<file path="config.mk">
export PLATFORM = sky130hd
export DESIGN_NAME = ritc_align_sequencer
export DESIGN_NICKNAME = d
export VERILOG_FILES = /design/src/rtl/ritc_align_sequencer.sv
export SDC_FILE = /design/constraint.sdc
export NUM_CORES = 1
export LEC_CHECK = 0
export ABC_AREA = 1
export CELL_PAD_IN_SITES_DETAIL_PLACEMENT = 0
export CELL_PAD_IN_SITES_GLOBAL_PLACEMENT = 1
export CORE_UTILIZATION = 37
export DETAILED_ROUTE_END_ITERATION = 8
export PLACE_DENSITY = 0.87
export SYNTH_ARGS = -nofsm -noshare
export SYNTH_HDL_FRONTEND = slang
export SYNTH_SLANG_ARGS = --single-unit
</file>
<file path="constraint.sdc">
create_clock -name clk_i -period 4.73 [get_ports clk_i]
set_input_delay 1.1825 -clock clk_i [delete_from_list [all_inputs] [get_ports clk_i]]
set_output_delay 1.1825 -clock clk_i [all_outputs]
set_load 0.01 [all_outputs]
</file>
<file path="src/rtl/ritc_align_sequencer.sv">
// Power-up word aligner for the 72 RITC data bits: drives the datapath register bus,
// reads DPTRAINING back per bit and bitslips until the training pattern is seen.
module ritc_align_sequencer #(
  parameter logic [7:0]  TRAIN_PATTERN = 8'hA5,
  parameter int unsigned SETTLE_CYCLES = 64,
  parameter int unsigned MAX_SLIP      = 4,
  parameter int unsigned MATCH_COUNT   = 2
) (
  input  logic        clk_i,
  input  logic        rst_i,
  input  logic        start_i,
  output logic        busy_o,
  output logic        done_o,
  output logic        fail_o,
  output logic [71:0] fail_mask_o,
  output logic        user_sel_o,
  output logic        user_wr_o,
  output logic [3:0]  user_addr_o,
  output logic [31:0] user_dat_o,
  input  logic [31:0] user_dat_i
);

  localparam int unsigned TMR_W   = (SETTLE_CYCLES > 1) ? $clog2(SETTLE_CYCLES) : 1;
  localparam int unsigned SLIP_W  = (MAX_SLIP > 0) ? $clog2(MAX_SLIP + 1) : 1;
  localparam int unsigned MATCH_W = (MATCH_COUNT > 0) ? $clog2(MATCH_COUNT + 1) : 1;
  localparam int unsigned NBITS   = 72;
  localparam logic [3:0]  BUS_ADDR = 4'd2;
  localparam logic [3:0]  LAST_BIT = 4'd11;
  localparam logic [2:0]  LAST_CH  = 3'd5;

  typedef enum logic [2:0] {
    ST_IDLE, ST_SELECT, ST_SETTLE, ST_READ, ST_CHECK, ST_SLIP, ST_NEXT, ST_FINISH
  } state_t;

  state_t              state_q, state_d;
  logic [2:0]          ch_q, ch_d;
  logic [3:0]          bit_q, bit_d;
  logic [TMR_W-1:0]    timer_q, timer_d;
  logic [SLIP_W-1:0]   slip_q, slip_d;
  logic [MATCH_W-1:0]  match_q, match_d;
  logic                rd_ph_q, rd_ph_d;
  logic [7:0]          sample_q, sample_d;
  logic [NBITS-1:0]    mask_q, mask_d;
  logic                busy_d, done_d, fail_d, sel_d, wr_d;
  logic [3:0]          addr_d;
  logic [31:0]         dat_d;
  logic [6:0]          bit_idx;
  logic                dat_hi_unused;

  // Only the low byte of DPTRAINING carries the training pattern
  assign dat_hi_unused = ^user_dat_i[31:8];
  assign bit_idx       = 7'(ch_q) * 7'd12 + 7'(bit_q);

  always_ff @(posedge clk_i or posedge rst_i) begin
    if (rst_i) begin
      state_q     <= ST_IDLE;
      ch_q        <= '0;
      bit_q       <= '0;
      timer_q     <= '0;
      slip_q      <= '0;
      match_q     <= '0;
      rd_ph_q     <= 1'b0;
      sample_q    <= '0;
      mask_q      <= '0;
      busy_o      <= 1'b0;
      done_o      <= 1'b0;
      fail_o      <= 1'b0;
      user_sel_o  <= 1'b0;
      user_wr_o   <= 1'b0;
      user_addr_o <= '0;
      user_dat_o  <= '0;
    end else begin
      state_q     <= state_d;
      ch_q        <= ch_d;
      bit_q       <= bit_d;
      timer_q     <= timer_d;
      slip_q      <= slip_d;
      match_q     <= match_d;
      rd_ph_q     <= rd_ph_d;
      sample_q    <= sample_d;
      mask_q      <= mask_d;
      busy_o      <= busy_d;
      done_o      <= done_d;
      fail_o      <= fail_d;
      user_sel_o  <= sel_d;
      user_wr_o   <= wr_d;
      user_addr_o <= addr_d;
      user_dat_o  <= dat_d;
    end
  end

  assign fail_mask_o = mask_q;

  always_comb begin
    state_d  = state_q;
    ch_d     = ch_q;
    bit_d    = bit_q;
    timer_d  = timer_q;
    slip_d   = slip_q;
    match_d  = match_q;
    rd_ph_d  = rd_ph_q;
    sample_d = sample_q;
    mask_d   = mask_q;
    busy_d   = busy_o;
    fail_d   = fail_o;
    done_d   = 1'b0;
    sel_d    = 1'b0;
    wr_d     = 1'b0;
    dat_d    = '0;
    addr_d   = '0;

    case (state_q)
      ST_IDLE: begin
        if (start_i) begin
          ch_d    = '0;
          bit_d   = '0;
          slip_d  = '0;
          match_d = '0;
          mask_d  = '0;
          fail_d  = 1'b0;
          busy_d  = 1'b1;
          state_d = ST_SELECT;
        end
      end
      ST_SELECT: begin
        timer_d = TMR_W'(SETTLE_CYCLES - 1);
        state_d = ST_SETTLE;
      end
      ST_SETTLE: begin
        if (timer_q == '0) begin
          rd_ph_d = 1'b0;
          state_d = ST_READ;
        end else begin
          timer_d = timer_q - 1'b1;
        end
      end
      ST_READ: begin
        // Bus data is sampled on the edge that ends the second read cycle
        if (rd_ph_q) begin
          sample_d = user_dat_i[7:0];
          rd_ph_d  = 1'b0;
          state_d  = ST_CHECK;
        end else begin
          rd_ph_d = 1'b1;
        end
      end
      ST_CHECK: begin
        if (sample_q == TRAIN_PATTERN) begin
          match_d = match_q + 1'b1;
          if (match_d == MATCH_W'(MATCH_COUNT)) begin
            state_d = ST_NEXT;
          end else begin
            timer_d = TMR_W'(SETTLE_CYCLES - 1);
            state_d = ST_SETTLE;
          end
        end else begin
          match_d = '0;
          if (slip_q == SLIP_W'(MAX_SLIP)) begin
            mask_d[bit_idx] = 1'b1;
            state_d         = ST_NEXT;
          end else begin
            state_d = ST_SLIP;
          end
        end
      end
      ST_SLIP: begin
        slip_d  = slip_q + 1'b1;
        timer_d = TMR_W'(SETTLE_CYCLES - 1);
        state_d = ST_SETTLE;
      end
      ST_NEXT: begin
        slip_d  = '0;
        match_d = '0;
        if (bit_q != LAST_BIT) begin
          bit_d   = bit_q + 1'b1;
          state_d = ST_SELECT;
        end else if (ch_q != LAST_CH) begin
          bit_d   = '0;
          ch_d    = ch_q + 1'b1;
          state_d = ST_SELECT;
        end else begin
          state_d = ST_FINISH;
        end
      end
      ST_FINISH: begin
        busy_d  = 1'b0;
        state_d = ST_IDLE;
      end
      default: state_d = ST_IDLE;
    endcase

    // Bus outputs are registered against the state being entered
    case (state_d)
      ST_SELECT: begin
        sel_d = 1'b1;
        wr_d  = 1'b1;
        dat_d = {9'd0, ch_d, bit_d, 16'd0};
      end
      ST_READ: sel_d = 1'b1;
      ST_SLIP: begin
        sel_d = 1'b1;
        wr_d  = 1'b1;
        dat_d = {2'b01, 7'd0, ch_d, bit_d, 16'd0};
      end
      ST_FINISH: begin
        sel_d  = 1'b1;
        wr_d   = 1'b1;
        dat_d  = 32'h8000_0000;
        done_d = 1'b1;
        fail_d = |mask_d;
      end
      default: ;
    endcase

    addr_d = busy_d ? BUS_ADDR : 4'd0;
  end

endmodule

</file>
# Word-level counts from Yosys, hierarchy flattened
# Index checks and enable logic that the tools add are counted.
[classes] magnitude_cmp=2 n_mux=45 shifts=0 n_mul=1 div=0 n_addsub=6 reduce_logical=19 bitwise=1 n_eq_ne=21
[op_table] op="$mux W72" count=3
[op_table] op="$pmux W72 S2" count=1
[op_table] op="$pmux W32 S3" count=1
[op_table] op="$or A72 B72 Y72" count=1
[op_table] op="$reduce_or A72 Y1" count=1
[op_table] op="$mux W3" count=11
[op_table] op="$eq A3 B3 Y1 const B" count=7
[op_table] op="$pmux W3 S7" count=1
[op_table] op="$mux W6" count=3
[op_table] op="$pmux W6 S3" count=1
[op_table] op="$mux W4" count=3
[op_table] op="$mux W1" count=10
[op_table] op="$ne A2 B2 Y1 const B" count=5
[op_table] op="$reduce_and A2 Y1" count=5
[op_table] op="$eq A3 B2 Y1 const B" count=3
[op_table] op="$pmux W3 S3" count=1
[op_table] op="$reduce_bool A3 Y1" count=3
[op_table] op="$eq A8 B8 Y1 const B" count=1
[op_table] op="$lt A7 B8 Y1 const B" count=1
[op_table] op="$mux W2" count=4
[op_table] op="$pmux W4 S2" count=1
[op_table] op="$add A7 B4 Y7" count=1
[op_table] op="$demux W1 S7" count=1
[op_table] op="$ge A7 B1 Y1 const B" count=1
[op_table] op="20 further kinds" count=25
[totals] ff_bits=143 latchBits=0 n_memories=0 mem_bits_rw=0 rom_bits=0

# Logic depth before layout (Yosys ltp)
# Gate-level depths: netlist (run 1).
[logic_depth] depth_word=12 mapped_depth=19 mapped_depth_nobuf=19

# Least setup slack after synthesis (run 1)
# Ideal clock, no wire load.
[synth_path] path_type="reg-to-reg" from="reg ch_q[1]" to="reg fail_o" required_time_ns=4.615 path_stages_with_launch=18 arrival_ns=2.454 setup_slack_ns=2.160 path_cell_list="dfrtp_1 > inv_1 > ha_1 > fa_1 > nor2_2 > nand3_2 > nand2_2 > nand2_8 > nand3_4 > nor2_1 > nor2_1 > nand2_1 > nor2_1 > nand2_1 > nor2_1 > nand3_1 > nor2_1 > nor2_1"
[synth_between] elab_chain_cells=12 word_cells_on_any_way=21 cone_classes="1 x add/sub; 1 x mul; 2 x order compare; 2 x eq/ne; 9 x mux; 1 x bitwise; 5 x reduce/logical"
[synth_lines] element="start: declaration" line="36" rtl="logic [2:0] ch_q, ch_d;"
[synth_lines] element="start signal: assignment" line="74" rtl="ch_q <= ch_d;"
[synth_lines] element="$mul A3 B2 Y5" line="52" rtl="assign bit_idx = 7'(ch_q) * 7'd12 + 7'(bit_q);"
[synth_lines] element="$add A7 B4 Y7" line="52"
[synth_lines] element="$lt A7 B8 Y1 (not written as such) / $ge A7 B1 Y1 (equally long branches)" line="159" rtl="mask_d[bit_idx] = 1'b1;"
[synth_lines] element="$logic_and A1 B1 Y1 (not written as such)" line="159"
[synth_lines] element="$mux W1 (not written as such)" line="159"
[synth_lines] element="$demux W1 S7" line="159"
[synth_lines] element="$or A72 B72 Y72 (no line)"
[synth_lines] element="$mux W72" line="158" rtl="if (slip_q == SLIP_W'(MAX_SLIP)) begin"
[synth_lines] element="$mux W72" line="148" rtl="if (sample_q == TRAIN_PATTERN) begin"
[synth_lines] element="$pmux W72 S2" line="112" rtl="case (state_q)"
[synth_lines] element="$reduce_or A72 Y1" line="210" rtl="fail_d = |mask_d;"
[synth_lines] element="$mux W1" line="193" rtl="case (state_d)"
[synth_lines] element="end signal: assignment" line="84" rtl="fail_o <= fail_d;"
[synth_lines] element="end: declaration" line="14" rtl="output logic fail_o,"
# Several ways; a longest one is shown, not always the timed one.
# A chain may end at the register's enable or synchronous reset.

# Final worst setup path (run 1)
[layout_path] from="in start_i" to="reg fail_o"
[layout_between] elab_chain_cells=5 word_cells_on_any_way=10 cone_classes="1 x eq/ne; 5 x mux; 4 x reduce/logical"
[layout_lines] element="start: declaration" line="11" rtl="input logic start_i,"
[layout_lines] element="$mux W3" line="114" rtl="if (start_i) begin"
[layout_lines] element="$pmux W3 S7" line="112"
[layout_lines] element="$eq A3 B3 Y1" line="193"
[layout_lines] element="$reduce_bool A2 Y1 (no line)"
[layout_lines] element="$reduce_and A2 Y1 (no line)"
# Several ways; a longest one is shown, not always the timed one.

==> results by group, run 1 <==
Synthesis
  – Post-synthesis register bit count: 116
  – Synth warn: 0
  – Fraction of registers with async set/reset: 100.0%
  – Post-Syn Instances: 738
  – Number of synthesized flops with an enable pin: 0
  – Synth top area cells: dfrtp_1, nand2_1, inv_1
  – Seq/Total Area, Yosys: 46.91%
  – Biggest area consumer among synthesized cells: dfrtp_1
  – Main synth FF type: dfrtp_1
  – Post-Syn Area per Cell: 8.385 µm²
  – Post-synthesis cell area: 0.006188 mm²
  – Library cells used by synthesis: 41
  – Top cell type's share of synthesized area: 46.91%

STA
  – RSZ-0062 raised after global routing: no
  – Worst-case clock skew: 0.006414 ns
  – Endpoints failing hold: 0
  – Fmax: 0.3147 GHz
  – Final min period: 3.177 ns
  – Measured slew at the worst slew-check pin: 0.8223 ns
  – Setup TNS: 0 ns
  – Rel. slew slack: 45.18%
  – Final Max Slew Viols: 0
  – Final period utilization: 67.18%
  – Final setup vio count: 0

Worst setup path
  – Worst setup EP type: flop
  – Critical path buffers and inverters: 2
  – Critical Path RT: 5.04 ns
  – Crit path DAT: 3.48 ns
  – CP startpoint: start_i
  – Slowest-stage cell, CP: clkdlybuf4s50_1
  – R2r startpoint: ch_q[1]
  – Cell Chain, Critical Path: clkdlybuf4s50_1 > nand2_2 > buf_4 > nand2_1 > o21a_1 > nand2_1 > nor2_1 > nand2_1 > nor2_1 > nand3_1 > nor2_1 > nor2_1
  – CP Max Fanout: 35
  – Crit path max-delay family: simple AND/OR/NAND/NOR gates
  – CP startpoint kind: input pin
  – Slowest cell delay on critical path: 0.53 ns
  – Worst path most repeated cell: nor2_1
  – Worst Setup Path Type: input pin to flop
  – Reg2Reg Setup Slack: 1.71 ns

Clock tree
  – CTS Buf Count: 17
  – Clock-pin slew on the worst setup and hold paths: 0.05 ns
  – Post-CTS Setup Bufs: 0
  – CTS Buffer Depth: 2
  – CTS Hold Bufs: 0
  – CTS Root Cell: clkbuf_16
  – TritonCTS clock tree: built
  – Clk Latency, worst-skew pair: 0.41 ns
  – Clk sinks: 116
  – Resize count post-CTS: 0
  – H-Tree Depth: 4

Worst hold path
  – Hold Path Class: flop to flop
  – Hold wc startpoint: match_q[0]

Floorplan
  – Initial Utilization: 38.40%
  – Rows: 46
  – Core area: 0.01612 mm²
  – Die area: 0.01725 mm²
  – Die Wd: 131.3 µm
  – Die Y: 131.3 µm
  – Ports: 148

Finish
  – Fraction of layout cells with a size suffix above 1: 11.06%
  – Final layout net count: 894
  – Synthesis-to-finish area growth: 27.98%
  – Final Non-Filler Cells: 1075
  – # fillers: 1542
  – Commonest non-fill, non-tap cell in the layout: nand2_1
  – Commonest cells after routing, fill and taps aside: nand2_1, inv_1, dfrtp_1
  – Ant diodes: 0
  – Final instance area: 0.007920 mm²

Route
  – Antenna-violating nets left: 0
  – First DRT Iteration DRCs: 257
  – Detailed-route via count: 4850
  – DRT Pass-1 Iters: 4
  – DRT Wirelength: 14.79 mm
  – Via/cell ratio: 4.512
  – Wire per inst: 13.76 µm
  – Final routed DRC violation total: 0

Power
  – Static leakage: 4.419 nW
  – Total Power: 3.799 mW
  – Peak supply drop: 0.2236 mV
  – Power per cell area: 479.6 mW/mm²

Placed design
  – Placed cell area: 0.007293 mm²
  – PortBufs: 97
  – Detailed Place HPWL: 10.41 mm
  – Placed Cells: 1043
  – GP Congestion: 0.7765

Global routing
  – Vias in the first global route: 4686
  – Pin count of the biggest net entering global routing: 65
  – Global route total overflow: 0
  – Antenna violations before repair: 0
  – First-pass GRT wire length: 24.15 mm
  – Total track usage: 18.04%

Run
  – Max Cap Viol: 0

Status
  – Status: complete, no violations
flip-flops by register name (all words and copies together) (netlist names):
signal       count
user_dat_o       9
fail_o           1
fail_mask_o     72
match_q          2
sample_q         8
timer_q          6
state_q          3
slip_q           3
rd_ph_q          1
ch_q             3
user_sel_o       1
busy_o           1
user_wr_o        1
done_o           1
bit_q            4
kinds of logic (layout without fill, tap and decap cells):
logic type / after synthesis / count (layout) / share of synthesized area [%]
fa+ha+maj: 13 / 13 / 2.871
other cells: 1 / 26 / 0.06060
mux: 5 / 5 / 0.8896
buf+inv: 181 / 277 / 13.18
compound gates: 91 / 91 / 9.604
xor+xnor: 3 / 3 / 0.4247
simple gates: 328 / 328 / 26.06
flops: 116 / 116 / 46.91
area by class of cell:
type                            count  area (µm²)  area share, %
Tap cell                          216       270.3          3.412
Clock buffer                       22       474.2          5.987
Multi-Input combinational cell    466        2564          32.37
Timing Repair Buffer              101        1013          12.80
Sequential cell                   116        2903          36.65
Clock inverter                     10       152.6          1.927
Inverter                          144       543.0          6.856
Yosys cell counts (2+ instances only):
library cell	count
a21boi_1	2
a21oi_1	10
a31oi_1	2
buf_2	4
buf_4	27
buf_6	4
dfrtp_1	116
fa_1	2
ha_1	11
inv_1	137
inv_2	7
mux2_2	4
nand2_1	170
nand2_2	6
nand2_4	2
nand3_1	10
nand3_2	4
nand3_4	8
nand4_2	2
nand4_4	5
nor2_1	94
nor2_2	16
nor2_4	2
nor3_1	5
o21a_1	43
o21ai_0	20
o21ai_1	7
o22ai_1	2
o31a_1	2
xor2_1	3
report_power, final:
group / switching (mW) / internal [mW]
registers: 0.0986 / 1.13
clock network: 0.446 / 0.918
logic: 0.821 / 0.383
per-stage QoR:
step,setup slack [ns],utilization [%],hold slack [ns]
2_1_floorplan,0.4751,-,0.4533
4_1_cts,1.499,49.15,0.4851
3_5_place_dp,1.082,45.26,0.4747
5_1_grt,1.366,49.15,0.4975
6_report,1.553,49.15,0.4791
3_3_place_gp,1.107,45.26,0.4645
final timing paths:
check	depth (start not counted)	to
min in group asynchronous	2	fail_mask_o[40]
min reg2reg	1	match_q[0]
max in group asynchronous	3	timer_q[5]
min	1	match_q[0]
max	12	fail_o
max reg2reg	17	fail_o
layer usage:
metal | routed length [µm] | up-vias | track usage [%]
met5 | 0 | - | 0
met4 | 162 | 0 | 5.426
met3 | 776 | 13 | 4.360
met2 | 6923 | 123 | 29.11
met1 | 6929 | 2278 | 23.87
li1 | - | 2436 | -
worst reg2reg max path, stage by stage, from the launching register on:
cell and delay, ns:
dfrtp_1 0.40, inv_1 0.18, ha_1 0.30, fa_1 0.43
nor2_2 0.23, nand3_2 0.10, nand2_2 0.13, nand2_8 0.13
nand3_4 0.16, nor2_1 0.06, nor2_1 0.13, nand2_1 0.07
nor2_1 0.12, nand2_1 0.09, nor2_1 0.13, nand3_1 0.10
nor2_1 0.10, nor2_1 0.05
Note: power is estimated with default switching activity, not from simulation.
==> run 2, diff against run 1 <==
==> constraint.sdc (replaced) <==
create_clock -name clk_i -period 3 [get_ports clk_i]
set_input_delay 0.75 -clock clk_i [delete_from_list [all_inputs] [get_ports clk_i]]
set_output_delay 0.75 -clock clk_i [all_outputs]
set_load 0.01 [all_outputs]
==> results by group, run 2 (same netlist as run 1, synthesis figures left out) <==
Clock tree
  – CTS Buffer Depth: 2 (unchanged)
  – Clk Latency, worst-skew pair: 0.42 ns (about the same)
  – H-Tree Depth: 4 (unchanged)
  – Clk sinks: 116 (unchanged)
  – CTS Root Cell: clkbuf_16
  – CTS Buf Count: 17 (unchanged)
  – TritonCTS clock tree: built
  – Clock-pin slew on the worst setup and hold paths: 0.06 ns (about the same)

Global routing
  – Vias in the first global route: 4700 (+0.30%)
  – First-pass GRT wire length: 24.34 mm (+0.77%)
  – Pin count of the biggest net entering global routing: 117 (+80%)
  – Total track usage: 18.16% (+0.12 points)
  – Antenna violations before repair: 0 (unchanged)
  – Global route total overflow: 0 (unchanged)

Worst setup path
  – Crit path DAT: 3.14 ns (-0.34 ns)
  – Worst R2R Path Depth: 17 (unchanged)
  – Critical Path RT: 3.31 ns (-1.73 ns)
  – CP Max Fanout: 6 (-83%)
  – Worst Setup Path Type: flop to flop
  – Reg2Reg Capture Point: fail_o
  – CP startpoint kind: flop
  – R2r startpoint: ch_q[0]
  – Reg2Reg Setup Slack: 0.17 ns (-1.54 ns)
  – Worst setup EP type: flop

Route
  – DRT Pass-1 Iters: 4 (unchanged)
  – Final routed DRC violation total: 0 (unchanged)
  – Wire per inst: 13.77 µm (about the same)
  – DRT Wirelength: 14.99 mm (+1.4%)
  – Antenna-violating nets left: 0 (unchanged)
  – Via/cell ratio: 4.443 (-1.5%)
  – First DRT Iteration DRCs: 313 (+22%)
  – Detailed-route via count: 4838 (-0.25%)

Placed design
  – Place WS: 0.1217 ns (-0.9598 ns)
  – GP Congestion: 0.8026 (+3.4%)
  – Placed cell area: 0.007317 mm² (+0.33%)
  – Detailed Place HPWL: 10.22 mm (-1.8%)
  – PortBufs: 97 (unchanged)
  – Placed Cells: 1046 (+0.29%)

Finish
  – Commonest non-fill, non-tap cell in the layout: nand2_1
  – Synthesis-to-finish area growth: 31.48%
  – Final Non-Filler Cells: 1089 (+1.3%)
  – # fillers: 1538 (-0.26%)
  – Commonest cells after routing, fill and taps aside: nand2_1, inv_1, dfrtp_1
  – Largest register FFs: 72 (unchanged)
  – Fraction of layout cells with a size suffix above 1: 14.32% (+3.3 points)
  – Ant diodes: 0 (unchanged)
  – Final layout net count: 908 (+1.6%)
  – Final instance area: 0.008137 mm² (+2.7%)

Floorplan
  – Die Y: 131.3 µm (unchanged)
  – Die area: 0.01725 mm² (unchanged)
  – Core area: 0.01612 mm² (unchanged)
  – Initial Utilization: 38.40% (unchanged)
  – Rows: 46 (unchanged)
  – Ports: 148 (unchanged)
  – Die Wd: 131.3 µm (unchanged)

STA
  – Measured slew at the worst slew-check pin: 0.6437 ns (-0.1787 ns)
  – Final Max Slew Viols: 0 (unchanged)
  – Worst-case clock skew: 0.01722 ns (+0.01081 ns)
  – Final min period: 2.828 ns
  – Hold_ws: 0.4853 ns (+0.006163 ns)
  – Setup TNS: 0 ns (unchanged)
  – Endpoints failing hold: 0 (unchanged)
  – Final setup vio count: 0 (unchanged)
  – Final period utilization: 94.27%
  – Final setup margin: 0.1718 ns (-1.381 ns)
  – Rel. slew slack: 57.09% (+12 points)
  – Fmax: 0.3536 GHz

Worst hold path
  – Hold Path Class: flop to flop
  – Hold EP: timer_q[2]
  – Hold Crit Depth: 1 (unchanged)
  – Hold wc startpoint: timer_q[2]

Run
  – Max Cap Viol: 0 (unchanged)

Power
  – Peak supply drop: 0.4317 mV (+93%)
  – Power per cell area: 763.1 mW/mm² (+59%)
  – Static leakage: 4.482 nW (+1.4%)

Status
  – Status: complete, no violations
## run 2: report_power, final
part	switching [mW]	internal [mW]
Clock	0.723	1.45
Combinational	1.37	0.723
Sequential	0.152	1.78
Total	2.25	3.96
## run 2: layout make-up
type                       count  area [µm²]  area share (%)
sequential                   116        2903           35.68
multi-input combinational    467        2651           32.58
timing repair buffer         114        1124           13.81
inverter                     144       544.3           6.689
clock buffer                  20       466.7           5.736
tap                          216       270.3           3.322
clock inverter                12       177.7           2.184
## run 2: what timing repair did
item | 4_1_cts | 5_1_grt
setup endpoints to repair | 0 | 1
resized for setup | 0 | 22
setup buffers | 0 | 10
hold buffers | 0 | 0
## run 2: worst max path at each step
stage | start | endpoint | slack (ns) | cells past startpoint
global placement | ch_q[0] | fail_o | 0.09 | 17
global route | ch_q[0] | fail_o | -0.002 | 18
floorplan | ch_q[1] | fail_o | 0.43 | 17
CTS | ch_q[0] | fail_o | 0.09 | 17
detailed placement | ch_q[0] | fail_o | 0.12 | 17
finish | ch_q[0] | fail_o | 0.17 | 17
## run 2: worst max-delay path, cell delays in order, from the launching register on
cell and delay, ns:
dfrtp_1 0.44, ha_4 0.20, inv_2 0.07, fa_2 0.49, nor2_4 0.17, nand3_2 0.11, nand2_4 0.13, nand2_8 0.09
nand3_4 0.15, buf_12 0.12, o21a_1 0.13, nand2_1 0.07, nor2_1 0.13, nand2_1 0.06, nor2_1 0.16, nand2_1 0.07
nor2_1 0.10, nor2_1 0.04
## run 2: stage by stage
| step | util [%] | total power, mW |
|---|---|---|
| after floorplan | - | 3.429 |
| after global placement | 45.40 | 3.850 |
| after detailed placement | 45.40 | 3.877 |
| after CTS | 49.40 | 6.080 |
| after global routing | 50.49 | 6.624 |
| final | 50.49 | 6.209 |
## run 2: metal layers
layer | track usage, % | up-vias | wire length, µm
li1 | - | 2473 | -
met1 | 24.30 | 2250 | 7120
met2 | 28.75 | 98 | 7109
met3 | 4.128 | 17 | 531
met4 | 6.460 | 0 | 231
met5 | 0 | - | 0
==> run 3, diff against run 2 <==
--- a/config.mk
+++ b/config.mk
@@ -6,6 +6,7 @@
 export NUM_CORES = 1
 export LEC_CHECK = 0
 export ABC_AREA = 1
+export CAP_MARGIN = 0
 export CELL_PAD_IN_SITES_DETAIL_PLACEMENT = 0
 export CELL_PAD_IN_SITES_GLOBAL_PLACEMENT = 1
 export CORE_UTILIZATION = 37
==> results of run 3 <==
The final DEF is identical to that of run 2; final timing and power are the same.
